### src/rtl/cordic_arbiter.sv
// Round-robin arbiter sharing one fixed-latency cordic core between two job requesters.
// Define CORDIC_ARB_FIXED_PRIO_EN to make requester 0 always win simultaneous requests.
module cordic_arbiter #(
  parameter int WIDTH   = 16,
  parameter int LATENCY = 16
) (
  input  logic             clk,
  input  logic             reset,
  input  logic             req0_valid,
  output logic             req0_ready,
  input  logic             req0_mode,
  input  logic [WIDTH-1:0] req0_x,
  input  logic [WIDTH-1:0] req0_y,
  input  logic [WIDTH-1:0] req0_z,
  input  logic             req1_valid,
  output logic             req1_ready,
  input  logic             req1_mode,
  input  logic [WIDTH-1:0] req1_x,
  input  logic [WIDTH-1:0] req1_y,
  input  logic [WIDTH-1:0] req1_z,
  output logic             resp0_valid,
  input  logic             resp0_ready,
  output logic             resp1_valid,
  input  logic             resp1_ready,
  output logic [WIDTH-1:0] resp_res1,
  output logic [WIDTH-1:0] resp_res2,
  output logic             cor_mode,
  output logic [WIDTH-1:0] cor_x,
  output logic [WIDTH-1:0] cor_y,
  output logic [WIDTH-1:0] cor_z,
  input  logic [WIDTH-1:0] cor_res1,
  input  logic [WIDTH-1:0] cor_res2,
  output logic             busy
);

  typedef enum logic [1:0] {IDLE, WAIT, RESP} state_t;

  localparam logic [7:0] CNT_INIT = 8'(LATENCY - 1);

  state_t           state, state_next;
  logic             rr_ptr, rr_ptr_next;
  logic             owner, owner_next;
  logic [7:0]       count, count_next;
  logic             cor_mode_next;
  logic [WIDTH-1:0] cor_x_next, cor_y_next, cor_z_next;
  logic [WIDTH-1:0] res1_next, res2_next;
  logic             resp0_valid_next, resp1_valid_next;
  logic             grant_valid, grant_sel;

  always_comb begin
    grant_valid = req0_valid | req1_valid;
`ifdef CORDIC_ARB_FIXED_PRIO_EN
    grant_sel = ~req0_valid;
`else
    if (req0_valid && req1_valid) grant_sel = rr_ptr;
    else                          grant_sel = req1_valid;
`endif
  end

  assign req0_ready = (state == IDLE) & grant_valid & ~grant_sel;
  assign req1_ready = (state == IDLE) & grant_valid &  grant_sel;
  assign busy       = (state != IDLE);

  always_ff @(posedge clk or posedge reset) begin
    if (reset) begin
      state       <= IDLE;
      rr_ptr      <= 1'b0;
      owner       <= 1'b0;
      count       <= '0;
      cor_mode    <= 1'b0;
      cor_x       <= '0;
      cor_y       <= '0;
      cor_z       <= '0;
      resp_res1   <= '0;
      resp_res2   <= '0;
      resp0_valid <= 1'b0;
      resp1_valid <= 1'b0;
    end else begin
      state       <= state_next;
      rr_ptr      <= rr_ptr_next;
      owner       <= owner_next;
      count       <= count_next;
      cor_mode    <= cor_mode_next;
      cor_x       <= cor_x_next;
      cor_y       <= cor_y_next;
      cor_z       <= cor_z_next;
      resp_res1   <= res1_next;
      resp_res2   <= res2_next;
      resp0_valid <= resp0_valid_next;
      resp1_valid <= resp1_valid_next;
    end
  end

  always_comb begin
    state_next       = state;
    rr_ptr_next      = rr_ptr;
    owner_next       = owner;
    count_next       = count;
    cor_mode_next    = cor_mode;
    cor_x_next       = cor_x;
    cor_y_next       = cor_y;
    cor_z_next       = cor_z;
    res1_next        = resp_res1;
    res2_next        = resp_res2;
    resp0_valid_next = resp0_valid;
    resp1_valid_next = resp1_valid;
    case (state)
      IDLE: begin
        if (grant_valid) begin
          state_next = WAIT;
          owner_next = grant_sel;
          count_next = CNT_INIT;
          if (grant_sel) begin
            cor_mode_next = req1_mode;
            cor_x_next    = req1_x;
            cor_y_next    = req1_y;
            cor_z_next    = req1_z;
          end else begin
            cor_mode_next = req0_mode;
            cor_x_next    = req0_x;
            cor_y_next    = req0_y;
            cor_z_next    = req0_z;
          end
        end
      end
      WAIT: begin
        // Operands stay frozen; results are taken exactly LATENCY edges after launch.
        if (count != 8'd0) begin
          count_next = count - 8'd1;
        end else begin
          res1_next  = cor_res1;
          res2_next  = cor_res2;
          state_next = RESP;
          if (owner) resp1_valid_next = 1'b1;
          else       resp0_valid_next = 1'b1;
        end
      end
      RESP: begin
        if (owner ? resp1_ready : resp0_ready) begin
          resp0_valid_next = 1'b0;
          resp1_valid_next = 1'b0;
          state_next       = IDLE;
`ifndef CORDIC_ARB_FIXED_PRIO_EN
          rr_ptr_next      = ~owner;
`endif
        end
      end
      default: state_next = IDLE;
    endcase
  end

endmodule

### config.mk
export PLATFORM = sky130hd
export DESIGN_NAME = cordic_arbiter
export DESIGN_NICKNAME = d
export VERILOG_FILES = /design/src/rtl/cordic_arbiter.sv
export SDC_FILE = /design/constraint.sdc
export NUM_CORES = 1
export LEC_CHECK = 0
export CORE_MARGIN = 2
export CORE_UTILIZATION = 40
export CTS_BUF_LIST = sky130_fd_sc_hd__clkbuf_2 sky130_fd_sc_hd__clkbuf_4 sky130_fd_sc_hd__clkbuf_8
export DETAILED_ROUTE_END_ITERATION = 16
export MAX_ROUTING_LAYER = met4
export PLACE_DENSITY = 0.91
export SLEW_MARGIN = 0
export SYNTH_ARGS = -nofsm -noshare
export SYNTH_HDL_FRONTEND = slang
export SYNTH_SLANG_ARGS = --single-unit
export TNS_END_PERCENT = 20
### constraint.sdc
create_clock -name clk -period 3.7 [get_ports clk]
set_clock_uncertainty 0.1 [all_clocks]
set_input_delay 0.555 -clock clk [delete_from_list [all_inputs] [get_ports clk]]
set_output_delay 0.555 -clock clk [all_outputs]
set_load 0.02 [all_outputs]
==> results by group <==
Cells and area
  • Register Area: 2380 um2
  • Fraction of layout cells with a size suffix above 1: 0.0470
  • Commonest non-fill, non-tap cell in the layout: clkdlybuf4s50_1
  • Post-route cell area: 6480 um2
  • Most frequent cells in the layout: 221 x clkdlybuf4s50_1, 105 x nand2_1, 95 x dfrtp_1
  • Synth-to-Final Area Change: 65.1%
  • Final net count: 730
  • Multi-input gate area: 1250 um2
  • Fill count: 750
  • Final Util: 0.672
  • Diodes inserted: 0

Placement
  • Dpl ws: 1040 ps
  • Detailed placer's ending HPWL: 8890 um
  • PortBufs: 221
  • Placed Area: 6260 um2
  • Routability cong.: 0.839

Detailed routing
  • Vias/cell: 5.16
  • Final wirelength: 12200 um
  • Drt wl/cell: 16.7 um
  • Initial drt markers: 298
  • Post-route ant nets: 0
  • DRT Pass-1 Iters: 7
  • Remaining DRCs: 0
  • Vias: 3762

STA
  • Final Slew Violations: 0
  • Final Hold Fails: 0
  • RSZ-0062 raised after global routing: false
  • Setup TNS Final: 0 ps
  • Final hold slack: 380 ps
  • Fmax: 0.355 GHz
  • Final worst setup slack: 886 ps
  • Slew at the pin with the worst max-slew slack: 1250 ps
  • Min Tclk post-route: 2810 ps
  • Setup-failing EPs final: 0
  • Worst relative slew slack: 0.166
  • Tcrit/Tclk final: 0.761

Yosys
  • Async S/R FF share, synth: 1.00
  • Register bit count reported by yosys: 95
  • YS warnings: 0
  • Post-synthesis sequential area ratio: 0.606
  • Post-synth EDFFs: 0
  • Post-Syn Area: 3920 um2
  • Distinct cells, synth: 33
  • Main synth FF type: dfrtp_1
  • Syn Inst Count: 378
  • Synth Net Count: 516
  • Avg Inst Size Synth: 10.4 um2

Global route
  • Total global routing overflow: 0
  • Largest net degree at the start of global routing: 66
  • Number of global-route vias before repair: 3854
  • Antenna violations before repair: 0
  • GRT Overall Usage: 0.236
  • Global-route wire length before repair: 18500 um

Clock tree
  • Inserted Clock Buffers: 9
  • Root buffer cell: clkbuf_8
  • CTS sink cnt: 95
  • H-tree Lvls: 3
  • Worst-Skew Late Latency: 350 ps
  • CTS tree: built
  • Post-CTS Setup Bufs: 0
  • Clk slew on worst S/H paths: 90 ps
  • Post-CTS resize count: 0
  • CTS Buffer Depth: 2
  • Hold_buf cts: 0

Floorplan
  • Row cnt: 36
  • I/O pin count: 222
  • Die width: 103 um
  • Die ar.: 10600 um2
  • Core area: 9640 um2
  • Starting Density: 0.407
  • Die Y: 103 um

Worst setup path
  • Critical Path Start Type: flip-flop
  • Critical Path End Type: output pin
  • Worst-path maximum fanout: 5
  • Setup CP Type: flip-flop to output pin
  • WP data arrival: 2160 ps
  • Critical Path RT: 3040 ps

Outcome
  • Outcome: finished clean

Run
  • Max Cap Viol: 0

Power and ir drop
  • PwrDens: 786 nW/um2
  • Max VDD drop: 447 uV
  • Leak: 3.00 nW

Worst hold path
  • Worst Hold Class: flip-flop to flip-flop
-- sequential cells by signal, indices dropped and copies added, names as in the netlist --
register and count:
cor_mode 1, cor_x 16, cor_y 16, cor_z 16, count 8, owner 1, resp0_valid 1, resp1_valid 1
resp_res1 16, resp_res2 16, rr_ptr 1, state 2
-- cells in the mapped netlist (all sizes together), types with 2 or more instances --
master | instances | area share
dfrtp | 95 | 0.61
inv | 54 | 0.052
o211ai | 2 | 0.0051
ha | 2 | 0.0064
a21oi | 9 | 0.011
clkbuf | 20 | 0.019
and3 | 2 | 0.0032
buf | 3 | 0.0086
a222oi | 49 | 0.13
nor4 | 2 | 0.0032
nor2b | 3 | 0.0048
or4 | 2 | 0.0048
nand2 | 105 | 0.10
o21ai | 9 | 0.012
nor2 | 2 | 0.0019
or3 | 2 | 0.0032
nand2b | 4 | 0.0064
nor3 | 3 | 0.0067
-- metal layers --
metal / GRT usage / share of wire
met1: 0.290 / 0.40
met2: 0.380 / 0.51
met3: 0.0508 / 0.076
met4: 0.0951 / 0.019
met5: - / 0
-- kinds of logic (layout without fill, tap and decap cells) --
logic type / Yosys count / in the layout / synth area share
adders and majority gates: 2 / 2 / 0.00638
AOI/OAI and AO/OA: 74 / 74 / 0.163
buffers and inverters: 77 / 295 / 0.0794
DFF: 95 / 95 / 0.606
muxes: 1 / 1 / 0.00255
and+or+nand+nor: 128 / 128 / 0.140
xor gates and xnor gates: 1 / 1 / 0.00223
-- worst max-delay path, cell delays in order (launching register included) --
cell,delay (ps)
dfrtp_1,430
nor2_1,440
and3_2,300
clkdlybuf4s50_1,630
-- path summary, 6_finish.rpt --
kind,slack (ps),end,from,cells after the start
min in group asynchronous,620,resp_res2[3]$_DFFE_PP0P_,reset,2
min,380,resp_res2[14]$_DFFE_PP0P_,resp_res2[14]$_DFFE_PP0P_,2
max reg2reg,1210,resp_res2[6]$_DFFE_PP0P_,count[0]$_DFFE_PP0P_,6
min reg2reg,380,resp_res2[14]$_DFFE_PP0P_,resp_res2[14]$_DFFE_PP0P_,2
max,890,req1_ready,state[0]$_DFFE_PP0P_,3
max in group asynchronous,2230,resp1_valid$_DFFE_PP0P_,reset,3
-- final cells by class --
| class | instances | share of cell area |
|---|---|---|
| inverter | 54 | 0.0317 |
| clock inverter | 5 | 0.0127 |
| tap | 133 | 0.0257 |
| sequential | 95 | 0.367 |
| multi-input combinational | 206 | 0.192 |
| timing repair buffer | 226 | 0.349 |
| clock buffer | 10 | 0.0212 |
-- per-stage QoR --
step	power, mW	cells
floorplan	3.09	378
global placement	4.24	714
detailed placement	4.36	714
CTS	5.13	729
global route	5.43	729
finish	5.09	729
-- where the power goes --
group / switching (mW) / internal, mW / total [mW] / leakage, nW
registers: 0.295 / 1.51 / 1.80 / 1.12
logic: 1.31 / 1.23 / 2.54 / 1.79
clock network: 0.356 / 0.395 / 0.751 / 0.101
No activity file was read; power rests on OpenSTA's default activity.
